<file path="src/rtl/fifo_lane_packer_pkg.sv">
// Shared SHA-3 constants and packer FSM state type.
package fifo_lane_packer_pkg;

    localparam logic [7:0] DOMAIN_SHA3  = 8'h06;
    localparam logic [7:0] DOMAIN_SHAKE = 8'h1F;
    localparam logic [7:0] PAD_FINAL    = 8'h80;

    // Rate in 64-bit lanes per variant.
    localparam int unsigned LANES_SHA3_224 = 18;
    localparam int unsigned LANES_SHA3_256 = 17;
    localparam int unsigned LANES_SHA3_384 = 13;
    localparam int unsigned LANES_SHA3_512 = 9;

    typedef enum logic [1:0] {
        StFill = 2'd0,
        StOut  = 2'd1,
        StPadl = 2'd2
    } state_e;

endpackage

</file>
<file path="src/rtl/fifo_lane_packer.sv">
// Packs the FIFO byte stream into little-endian 64-bit Keccak lanes and
// appends pad10*1 padding to complete the final rate block.
module fifo_lane_packer
    import fifo_lane_packer_pkg::*;
#(
    parameter int unsigned LANES   = LANES_SHA3_256,
    parameter int unsigned LANEBIT = 5,
    parameter logic [7:0]  DOMAIN  = DOMAIN_SHA3
) (
    input  logic               clk,
    input  logic               rst,
    input  logic               fifo_notempty,
    output logic               fifo_rd,
    input  logic [8:0]         fifo_dout,
    output logic               lane_vld,
    input  logic               lane_rdy,
    output logic [63:0]        lane_dat,
    output logic [LANEBIT-1:0] lane_idx,
    output logic               lane_last
);

    localparam logic [LANEBIT-1:0] LastLane = LANEBIT'(LANES - 1);

    state_e               state_q, state_d;
    logic [3:0]           byte_cnt_q, byte_cnt_d;
    logic [LANEBIT-1:0]   lane_cnt_q, lane_cnt_d;
    logic                 rd_d1_q;
    logic                 pad_mode_q, pad_mode_d;
    logic                 dom_pend_q, dom_pend_d;
    logic [63:0]          buf_q, buf_d;

    logic                 in_out;
    logic                 final_lane;
    logic [3:0]           fill_lvl;
    logic [2:0]           nxt_pos;

    assign in_out   = (state_q == StOut);
    // A pending domain byte means the pad block is still to come.
    assign final_lane = pad_mode_q & ~dom_pend_q & (lane_cnt_q == LastLane);
    assign fill_lvl = byte_cnt_q + {3'b000, rd_d1_q};
    assign nxt_pos  = byte_cnt_q[2:0] + 3'd1;

    assign fifo_rd = ~rst & (state_q == StFill) & fifo_notempty
                   & ~(rd_d1_q & fifo_dout[8]) & (fill_lvl <= 4'd7);

    always_comb begin
        lane_vld  = in_out;
        lane_dat  = 64'b0;
        lane_idx  = '0;
        lane_last = 1'b0;
        if (in_out) begin
            lane_dat  = buf_q | (final_lane ? {PAD_FINAL, 56'b0} : 64'b0);
            lane_idx  = lane_cnt_q;
            lane_last = final_lane;
        end
    end

    always_comb begin
        state_d    = state_q;
        byte_cnt_d = byte_cnt_q;
        lane_cnt_d = lane_cnt_q;
        pad_mode_d = pad_mode_q;
        dom_pend_d = dom_pend_q;
        buf_d      = buf_q;
        case (state_q)
            StFill: begin
                if (rd_d1_q) begin
                    buf_d[{byte_cnt_q[2:0], 3'b000} +: 8] = fifo_dout[7:0];
                    byte_cnt_d = byte_cnt_q + 4'd1;
                    if (fifo_dout[8]) begin
                        pad_mode_d = 1'b1;
                        if (byte_cnt_q == 4'd7) begin
                            dom_pend_d = 1'b1;
                        end else begin
                            buf_d[{nxt_pos, 3'b000} +: 8] = DOMAIN;
                        end
                        state_d = StOut;
                    end else if (byte_cnt_q == 4'd7) begin
                        state_d = StOut;
                    end
                end
            end
            StOut: begin
                if (lane_rdy) begin
                    buf_d      = 64'b0;
                    byte_cnt_d = 4'd0;
                    lane_cnt_d = (lane_cnt_q == LastLane) ? '0 : lane_cnt_q + LANEBIT'(1);
                    if (!pad_mode_q) begin
                        state_d = StFill;
                    end else if (final_lane) begin
                        pad_mode_d = 1'b0;
                        dom_pend_d = 1'b0;
                        state_d    = StFill;
                    end else begin
                        state_d = StPadl;
                    end
                end
            end
            StPadl: begin
                buf_d      = {56'b0, dom_pend_q ? DOMAIN : 8'h00};
                dom_pend_d = 1'b0;
                state_d    = StOut;
            end
            default: state_d = StFill;
        endcase
    end

    always_ff @(posedge clk) begin
        if (rst) begin
            state_q    <= StFill;
            byte_cnt_q <= 4'd0;
            lane_cnt_q <= '0;
            rd_d1_q    <= 1'b0;
            pad_mode_q <= 1'b0;
            dom_pend_q <= 1'b0;
            buf_q      <= 64'b0;
        end else begin
            state_q    <= state_d;
            byte_cnt_q <= byte_cnt_d;
            lane_cnt_q <= lane_cnt_d;
            rd_d1_q    <= fifo_rd;
            pad_mode_q <= pad_mode_d;
            dom_pend_q <= dom_pend_d;
            buf_q      <= buf_d;
        end
    end

endmodule

</file>
<file path="config.mk">
export PLATFORM = sky130hd
export DESIGN_NAME = fifo_lane_packer
export DESIGN_NICKNAME = d
export VERILOG_FILES = /design/src/rtl/fifo_lane_packer_pkg.sv /design/src/rtl/fifo_lane_packer.sv
export SDC_FILE = /design/constraint.sdc
export NUM_CORES = 1
export LEC_CHECK = 0
export BUFFER_PORTS_ARGS = -buffer_cell sky130_fd_sc_hd__buf_4
export CORE_UTILIZATION = 40
export DETAILED_ROUTE_END_ITERATION = 6
export SETUP_SLACK_MARGIN = 0.15
export SLEW_MARGIN = 20
export SYNTH_ARGS = -nofsm -noshare
export SYNTH_HDL_FRONTEND = slang
export SYNTH_SLANG_ARGS = --single-unit
</file>
<file path="constraint.sdc">
create_clock -name clk -period 2.66 [get_ports clk]
set_input_delay 0.266 -clock clk [delete_from_list [all_inputs] [get_ports clk]]
set_output_delay 0.266 -clock clk [all_outputs]
set_load 0.005 [all_outputs]
</file>
==> impl_metrics.json, run 1 <==
{
  "status": "completed",
  "required_ns": 2.90,
  "rr_worst_depth": 9,
  "yosys-top-cells-area": "dfxtp_1 37%, and2_1 10%, a21oi_1 5.8%, mux2i_1 5.0%, ha_1 4.2%",
  "syn_area_um2": 4177,
  "finalSetupTns_ns": 0,
  "power_density_nw_per_um2": 547.2,
  "p_leak_nw": 2.193,
  "synth_cell_types": 56,
  "drive_gt1_share_pct": 25.17,
  "core_um2": 9955,
  "cts_tree": "done",
  "rr_startpoint": "byte_cnt_q[1]",
  "root_buffer": "clkbuf_8",
  "diodes": 0,
  "max_freq_ghz": 0.4240,
  "hp-start": "fifo_notempty",
  "rows": 36,
  "grt_pass1_vias": 3581,
  "routabilityCongestion": 0.8672,
  "ys_ff_latch": 78,
  "yosysWarnings": 0,
  "grt_antenna_before_repair": 0,
  "clock-sinks": 78,
  "ir_drop_mv": 0.2737,
  "die_area_um2": 10850,
  "async_flop_share_pct": 0,
  "via_per_inst": 5.337,
  "hold_class": "in -> reg",
  "fin_crit_ns": 2.359,
  "seq_area_frac_synth_pct": 37.39,
  "grt_pass1_wl_um": 18840,
  "critPathKind": "reg -> reg",
  "hold_path_end": "rd_d1_q",
  "max-slew-margin-rel_pct": 57.98,
  "whs_path_depth": 2,
  "nFillCells": 958,
  "clockBufferDepth": 2,
  "synth-edff-count": 0,
  "avgSynthCellArea_um2": 8.403,
  "path_cells": "ha_1, ha_1, inv_1, ha_1, nand2_1, nor4bb_4, buf_4, o22a_1, a21oi_1",
  "net-switching-power_w": 0.0008629,
  "r2r_slack_ns": 0.30,
  "p_sw_share_pct": 29.49,
  "hold_viol": 0,
  "first_iter_violations": 194,
  "critPathLaunchType": "register",
  "fp.dieW_um": 104.2,
  "cap_violations": 0,
  "synth_compound_area_share_pct": 16.48,
  "synthCells": 497,
  "muxShareOfSynthArea_pct": 5.303,
  "routed_wirelength_um": 11390,
  "synth_top_family_by_area": "simple AND/OR/NAND/NOR gates",
  "synth_ff_type": "dfxtp_1",
  "wire_per_inst_um": 15.70,
  "numCtsBuffers": 9,
  "gr-total-overflow": 0,
  "ctsHtreeMaxLevel": 3,
  "die_h_um": 104.2,
  "synth-xor-area-share_pct": 1.049,
  "synth_top_area_share_pct": 37.39,
  "timing.rr.end": "buf_q[32]",
  "dr_total_vias": 3869,
  "clockPowerShare_pct": 36.1,
  "synth_top_area_cell": "dfxtp_1",
  "grt_max_degree": 44,
  "dr.pass1.iters": 4,
  "worst_slew_pin_slew_ns": 0.6291,
  "rsz0062_at_grt": "yes",
  "clk_pin_slew_ns": 0.08,
  "multi_input_area_um2": 2461,
  "cp_slowest_stage_delay_ns": 0.37,
  "synthSimpleGateAreaFrac_pct": 31.19,
  "end_kind": "register",
  "p_int_w": 0.002063,
  "arrival_ns": 2.60,
  "cp_common_cell": "ha_1",
  "ff_latch_area_um2": 1562,
  "cp_max_fo": 7,
  "dp_hpwl_um": 8101,
  "syn_to_final_growth_pct": 28.01,
  "grt_usage_pct": 21.81,
  "port_buffers": 84,
  "combinationalPowerShare_pct": 21.4,
  "synth_nets": 524,
  "drtAntennaViolNets": 0,
  "synth_fa_ha_area_share_pct": 4.194,
  "crit_path_top_delay_cell": "dfxtp_1",
  "finalSetupViolations": 0,
  "period_share_pct": 88.67,
  "final_nets": 615,
  "utilization_pct": 53.71,
  "pwr-share-seq_pct": 42.5,
  "maxSlewViolCount": 0,
  "ios": 85,
  "clock_latency_ns": 0.36,
  "start_util_pct": 41.96,
  "clock_skew_ns": 0.01175,
  "drc_errors": 0
}
==> per-stage QoR <==
| step | power (W) | cell area, um2 | worst slack (ns) | std cells | hold WS, ns |
|---|---|---|---|---|---|
| floorplan | 0.001662 | 4177 | 0.3096 | 497 | 0.4128 |
| global placement | 0.001876 | 5090 | 0.2557 | 710 | 0.4509 |
| detailed placement | 0.001888 | 5090 | 0.2231 | 710 | 0.4481 |
| CTS | 0.002940 | 5325 | 0.2024 | 725 | 0.1719 |
| global route | 0.003072 | 5346 | 0.1469 | 725 | 0.1793 |
| finish | 0.002926 | 5346 | 0.3014 | 725 | 0.1815 |
==> logic make-up (layout without fill, tap and decap cells) <==
| kind of cell | after synthesis | after routing |
|---|---|---|
| buffers and inverters | 46 | 141 |
| multiplexers | 22 | 22 |
| XOR/XNOR | 5 | 5 |
| adder cells (fa/ha/maj) | 14 | 14 |
| flip-flops | 78 | 78 |
| AO/OA/AOI/OAI | 115 | 115 |
| AND/OR/NAND/NOR | 217 | 217 |
==> layout by cell type, fill, tap and decap left out, types with 7 or more instances in the layout <==
cell type | netlist | routed
a21oi_1 | 48 | 47
and2_1 | 70 | 70
buf_4 | 0 | 111
clkbuf_8 | 0 | 9
dfxtp_1 | 78 | 78
ha_1 | 14 | 12
inv_1 | 13 | 13
mux2i_1 | 21 | 21
nand2_1 | 23 | 23
nand3_1 | 29 | 29
nand4_1 | 7 | 7
nor2_1 | 32 | 32
o21ai_0 | 30 | 30
o2bb2ai_1 | 8 | 8
==> critical path: cells and delay by family, from the launching register on <==
family	cells	cell delay [ns]
AO/OA/AOI/OAI	2	0.31
adder cells (fa/ha/maj)	3	0.88
buffers and inverters	2	0.25
flip-flops	1	0.37
AND/OR/NAND/NOR	2	0.43
==> metal layers <==
layer | track usage (%) | wire [um] | vias to the layer above
li1 | - | - | 1935
met1 | 30.17 | 5375 | 1780
met2 | 33.76 | 5105 | 136
met3 | 3.258 | 678 | 18
met4 | 9.082 | 227 | 0
met5 | 0 | 0 | -
==> timing repair <==
| action | in CTS | in global routing |
|---|---|---|
| hold buffers | 0 | 0 |
| buffers inserted | 0 | 0 |
| endpoints found under the setup margin | 0 | 12 |
| resized for setup | 0 | 4 |
==> synth_stat cells (7+ instances only) <==
cell type  instances
a21oi_1           48
and2_1            70
clkbuf_1          19
dfxtp_1           78
ha_1              14
inv_1             13
mux2i_1           21
nand2_1           23
nand3_1           29
nand4_1            7
nor2_1            32
o21ai_0           30
o2bb2ai_1          8
==> state kept, by name, summed over array words and instances (netlist names) <==
register,count
dom_pend_q,1
state_q,2
rd_d1_q,1
pad_mode_q,1
buf_q,64
byte_cnt_q,4
lane_cnt_q,5
==> worst max-delay path by stage <==
| stage | from | endpoint | slack (ns) | cells after the start |
|---|---|---|---|---|
| 2_1_floorplan | byte_cnt_q[0] | buf_q[56] | 0.31 | 10 |
| 3_3_place_gp | byte_cnt_q[1] | buf_q[37] | 0.26 | 9 |
| 3_5_place_dp | byte_cnt_q[1] | buf_q[32] | 0.22 | 9 |
| 4_1_cts | byte_cnt_q[1] | buf_q[36] | 0.20 | 9 |
| 5_1_grt | byte_cnt_q[1] | buf_q[37] | 0.15 | 7 |
| 6_report | byte_cnt_q[1] | buf_q[32] | 0.30 | 9 |
==> area by class of cell <==
| class | count | share of cell area [%] |
|---|---|---|
| multi-input cells | 373 | 46.03 |
| flip-flops and latches | 78 | 29.21 |
| clock inverters | 6 | 2.083 |
| clock buffers | 9 | 2.317 |
| inverters | 13 | 0.9127 |
| well taps | 133 | 3.113 |
| repair buffers | 113 | 16.34 |
==> power groups by stage <==
| stage | registers [W] | clock network [W] | logic, W |
|---|---|---|---|
| after floorplan | 0.00126 | 0 | 0.000403 |
| after global placement | 0.00127 | 0 | 0.000607 |
| after detailed placement | 0.00127 | 0 | 0.000618 |
| after CTS | 0.00124 | 0.00108 | 0.000622 |
| after global routing | 0.00125 | 0.00113 | 0.000693 |
| final | 0.00124 | 0.00106 | 0.000627 |
(Power assumes the default switching activity.)
==> inputs of run 2 (changes only) <==
CORE_ASPECT_RATIO = 1.5   (was default)
==> run 2 against run 1 <==
Via count decreased by 0.62%. Wire length rose by 4.1%. Critical path depth decreased by 2. Clock power up 22%. Flip-flop and latch count did not move. Non-clock buffer count decreased by 9. Clock skew down 0.0068 ns. Utilization shrank 1.2 points. Final cell count is 3.3% lower. Maximum frequency shrank 1.8%. Critical path type unchanged. Highest routed layer unchanged.
==> impl_metrics.json, run 2 (synthesized netlist as in run 1, its figures left out) <==
{
  "status": "completed",
  "final_cell_mix": "103 x buf_4, 78 x dfxtp_1, 70 x and2_1, 47 x a21oi_1, 32 x nor2_1",
  "wire_per_inst_um": 16.90,
  "power_w": 0.003158,
  "drive_gt1_share_pct": 24.66,
  "largest_reg_flops": 64,
  "fp.dieW_um": 85.43,
  "clockBufferDepth": 2,
  "finalSetupViolations": 0,
  "grt_antenna_before_repair": 0,
  "worst_slew_pin_slew_ns": 0.6376,
  "die_h_um": 127.1,
  "drc_errors": 0,
  "final_common_cell": "buf_4",
  "grt_pass1_wl_um": 18330,
  "clockPowerShare_pct": 41.0,
  "dr_total_vias": 3845,
  "required_ns": 2.88,
  "routed_wirelength_um": 11850,
  "via_per_inst": 5.485,
  "max-slew-margin-rel_pct": 57.41,
  "grt_max_degree": 44,
  "top_regs": "buf_q: 64 flops, lane_cnt_q: 5 flops, byte_cnt_q: 4 flops",
  "end_kind": "register",
  "die_area_um2": 10860,
  "postCtsHoldBufs": 0,
  "pwr-share-seq_pct": 39.5,
  "ctsHtreeMaxLevel": 3,
  "fin_crit_ns": 2.403,
  "syn_to_final_growth_pct": 27.53,
  "rsz0062_at_grt": "yes",
  "grt_pass1_vias": 3574,
  "timing.final.ws_setup_ns": 0.2572,
  "largest-register": "buf_q",
  "cap_violations": 0,
  "rows": 45,
  "start_util_pct": 41.21,
  "maxSlewViolCount": 0,
  "hold_viol": 0,
  "critPathLaunchType": "register",
  "critPathKind": "reg -> reg",
  "hold_class": "in -> reg",
  "diodes": 0,
  "root_buffer": "clkbuf_16",
  "max_freq_ghz": 0.4162,
  "ios": 85,
  "grt_usage_pct": 21.94,
  "numCtsBuffers": 9,
  "p_leak_nw": 2.180,
  "clock_skew_ns": 0.004984,
  "core_um2": 10130,
  "dr.pass1.iters": 4,
  "routabilityCongestion": 0.8993,
  "rr_worst_depth": 7,
  "cp_max_fo": 8,
  "final_nets": 606,
  "dp_hpwl_um": 8363,
  "arrival_ns": 2.62,
  "first_iter_violations": 160,
  "dp_slack_ns": 0.1416,
  "p_sw_share_pct": 28.79,
  "clock_latency_ns": 0.34,
  "clock-sinks": 78,
  "port_buffers": 84,
  "combinationalPowerShare_pct": 19.6,
  "period_share_pct": 90.33,
  "whs_path_depth": 2,
  "ir_drop_mv": 0.3297,
  "power_density_nw_per_um2": 592.9,
  "drtAntennaViolNets": 0,
  "cts_tree": "done",
  "gr-total-overflow": 0,
  "clk_pin_slew_ns": 0.06,
  "net-switching-power_w": 0.0009090,
  "p_int_w": 0.002249,
  "finalSetupTns_ns": 0
}
run 2: worst paths after layout:
path / from / end / slack [ns]
worst max-delay path: byte_cnt_q[0] / buf_q[36] / 0.26
worst min-delay path: fifo_notempty / rd_d1_q / 0.21
worst max register to register: byte_cnt_q[0] / buf_q[36] / 0.26
worst min register to register: buf_q[41] / buf_q[41] / 0.46
run 2: per-stage QoR:
stage	utilization (%)	cells	hold WS (ns)	cell area, um2
floorplan	-	497	0.4128	4177
global placement	49.09	683	0.4501	4975
detailed placement	49.09	683	0.4477	4975
CTS	52.22	699	0.1947	5293
global route	52.56	701	0.2108	5326
finish	52.56	701	0.2067	5326
run 2: power groups by stage:
stage | logic (W) | clock network, W | registers, W
2_1_floorplan | 0.000403 | 0 | 0.00126
3_3_place_gp | 0.000591 | 0 | 0.00127
3_5_place_dp | 0.000606 | 0 | 0.00127
4_1_cts | 0.000610 | 0.00132 | 0.00125
5_1_grt | 0.000668 | 0.00136 | 0.00125
6_report | 0.000618 | 0.00129 | 0.00125
run 2: critical path, stage by stage, from the launching register on:
cell and delay [ns]:
dfxtp_1 0.41, inv_1 0.13, ha_1 0.27, ha_2 0.44
inv_1 0.13, or4_4 0.59, o21ai_0 0.21, a21oi_1 0.10
run 2: cell type report:
cell class	count	area, um2
sequential	78	1562
clock buffer	10	229.0
clock inverter	6	86.33
inverter	13	48.80
timing repair buffer	104	793.3
fill	1000	4808
multi-input combinational	373	2461
tap	117	146.4
run 2: per-layer routing:
metal	vias to the layer above	GRT usage (%)	wire, um
met5	-	0	0
met4	0	10.49	341
met3	24	4.070	437
met2	97	37.84	5989
met1	1811	26.05	5083
li1	1913	-	-
run 2: timing repair:
action	CTS	global route
endpoints found under the hold margin	0	0
setup buffers	0	2
resized for setup	1	6
pin swaps	0	1
setup endpoints to repair	2	25
cloned	0	0
==> inputs of run 3 (changes only) <==
ABC_AREA = 1   (was default)
==> run 3 against run 2 <==
Die area is 7.8% higher. Maximum frequency is 2.8% higher. Utilization is 2.6 points lower. Final area is 3.2% higher. Non-clock buffer count is 17 lower. Count of clock-buffer cells in the layout is 1 lower. Worst hold slack better by 0.011 ns. Critical path depth is 3 higher. Wire length is 1.6% higher. Critical endpoint is now buf_q[7]. Sequential share of layout area is 0.89 points lower. Worst setup slack better by 0.066 ns. Highest routed layer unchanged.
==> impl_metrics.json, run 3 <==
{
  "dp_slack_ns": 0.2151,
  "synth_commonest_cells": "227 x nand2_1, 137 x inv_1, 78 x dfxtp_1, 78 x nor2_1, 36 x o21ai_0",
  "synth_ff_type": "dfxtp_1",
  "seq_area_frac_synth_pct": 34.63,
  "dr.pass1.iters": 4,
  "syn_area_um2": 4509,
  "via_per_inst": 4.650,
  "cp_max_fo": 10,
  "status": "completed",
  "rows": 47,
  "critPathLaunchType": "register",
  "routed_wirelength_um": 12040,
  "port_buffers": 84,
  "grt_antenna_before_repair": 0,
  "end_kind": "register",
  "fin_crit_ns": 2.336,
  "grt_pass1_wl_um": 19700,
  "crit_path_top_delay_cell": "dfxtp_2",
  "yosys-top-cells-area": "dfxtp_1 35%, nand2_1 19%, inv_1 11%, nor2_1 6.5%, o21ai_0 4.0%",
  "wire_per_inst_um": 12.66,
  "required_ns": 2.89,
  "ios": 85,
  "grt_pass1_vias": 4105,
  "arrival_ns": 2.56,
  "dp_hpwl_um": 8850,
  "maxSlewViolCount": 0,
  "die_area_um2": 11710,
  "root_buffer": "clkbuf_16",
  "crit_family": "adder cells",
  "finalSetupTns_ns": 0,
  "top_regs": "buf_q: 64 flops, lane_cnt_q: 5 flops, byte_cnt_q: 4 flops",
  "ys_ff_latch": 78,
  "largest-register": "buf_q",
  "hold_viol": 0,
  "yosysWarnings": 0,
  "max-slew-margin-rel_pct": 67.36,
  "diodes": 0,
  "grt_usage_pct": 21.91,
  "ctsHtreeMaxLevel": 3,
  "numCtsBuffers": 9,
  "clock_skew_ns": 0.008507,
  "cp_slowest_stage_delay_ns": 0.39,
  "start_util_pct": 41.01,
  "clock_latency_ns": 0.34,
  "grt_max_degree": 47,
  "power_density_nw_per_um2": 566.8,
  "worst_slew_pin_slew_ns": 0.4858,
  "first_iter_violations": 197,
  "final_cell_mix": "226 x nand2_1, 137 x inv_1, 87 x buf_4, 78 x nor2_1, 77 x dfxtp_1",
  "dr_total_vias": 4422,
  "clk_pin_slew_ns": 0.06,
  "period_share_pct": 87.84,
  "post-cts-setup-buffers": 0,
  "gr-total-overflow": 0,
  "synth_top_area_cell": "dfxtp_1",
  "synth-edff-count": 0,
  "timing.final.ws_setup_ns": 0.3236,
  "largest_reg_flops": 64,
  "drtAntennaViolNets": 0,
  "clock-sinks": 78,
  "clockBufferDepth": 2,
  "critPathKind": "reg -> reg",
  "drc_errors": 0,
  "ir_drop_mv": 0.3352,
  "finalSetupViolations": 0,
  "synthCells": 725,
  "cap_violations": 0,
  "final_nets": 826,
  "path_buf_inv": 2,
  "syn_to_final_growth_pct": 21.92,
  "rsz0062_at_grt": "no",
  "routabilityCongestion": 0.8749,
  "synth.most_common_cell": "nand2_1",
  "async_flop_share_pct": 0,
  "p_leak_nw": 3.125,
  "max_freq_ghz": 0.4280,
  "avgSynthCellArea_um2": 6.220,
  "synth_nets": 752,
  "fp.dieW_um": 88.69,
  "synth_top_area_share_pct": 34.63,
  "synth_cell_types": 32,
  "drive_gt1_share_pct": 17.16,
  "cts_tree": "done",
  "hold_class": "in -> reg",
  "path_cells": "ha_1, ha_1, inv_1, ha_1, inv_1, nand2_1, nor2_1, nand2_1, a21oi_2, nor2_1",
  "final_common_cell": "nand2_1",
  "power_w": 0.003116,
  "core_um2": 11000,
  "cp_common_cell": "ha_1",
  "die_h_um": 132.0
}
[run 3: cell types whose count changed after synthesis, moves of 7 or more]
cell and change:
buf_6 +7, a21oi_1 -20, clkbuf_1 -13, o2bb2ai_1 -8
nor2_1 +46, nand2_2 +7, o21ai_1 +18, inv_1 +124
nand2_1 +204, mux2i_1 -21, and2_1 -70
[run 3: cells by family after synthesis]
| logic type | count (synthesis) | synth area share [%] |
|---|---|---|
| AND/OR/NAND/NOR | 377 | 35.71 |
| buffers and inverters | 170 | 15.93 |
| AO/OA/AOI/OAI | 85 | 9.656 |
| flip-flops | 78 | 34.63 |
| adder cells (fa/ha/maj) | 14 | 3.885 |
| XOR/XNOR | 1 | 0.1943 |
[run 3: final cells by class]
type / count / area, um2
Fill cell: 1179 / 5499
Multi-Input combinational cell: 477 / 2235
Sequential cell: 78 / 1563
Timing Repair Buffer: 87 / 653.1
Inverter: 146 / 558.0
Clock buffer: 9 / 225.2
Tap cell: 147 / 183.9
Clock inverter: 7 / 80.08
[run 3: report_power, final]
part           switching [W]  total [W]  internal (W)
combinational       0.000427   0.000592      0.000166
sequential         0.0000372    0.00125       0.00121
clock               0.000534    0.00127      0.000738
total               0.000998    0.00312       0.00212
[run 3: metrics by stage]
step | hold slack, ns | cell area, um2 | util [%] | instances
2_1_floorplan | 0.3351 | 4509 | - | 725
3_3_place_gp | 0.4582 | 5189 | 47.18 | 935
3_5_place_dp | 0.4639 | 5189 | 47.18 | 935
4_1_cts | 0.2215 | 5494 | 49.96 | 951
5_1_grt | 0.2358 | 5498 | 49.99 | 951
6_report | 0.2177 | 5498 | 49.99 | 951
[run 3: layer usage]
layer  global-route usage, %  vias up  part of all wire [%]
met3                   4.070       16                   5.2
met2                   38.46      117                    51
met4                   8.423        0                   2.3
li1                        -     2320                     -
met5                       0        -                     0
met1                   25.67     1969                    42
[run 3: path summary, 6_finish.rpt]
kind / slack [ns] / start / cells after the start / to
worst max-delay path: 0.32 / byte_cnt_q[0] / 10 / buf_q[7]
worst min-delay path: 0.22 / fifo_notempty / 3 / rd_d1_q
worst max register to register: 0.32 / byte_cnt_q[0] / 10 / buf_q[7]
worst min register to register: 0.48 / buf_q[1] / 2 / buf_q[1]
[run 3: tightest hold or removal path, cell delays in order]
cell,delay (ns)
buf_4,0.11
o2111ai_1,0.09
nor3_1,0.05
[run 3: repair_timing]
| item | in CTS | in global routing |
|---|---|---|
| setup endpoints to repair | 0 | 42 |
| hold buffers | 0 | 0 |
| endpoints found under the hold margin | 0 | 0 |
| gates resized for setup | 0 | 2 |
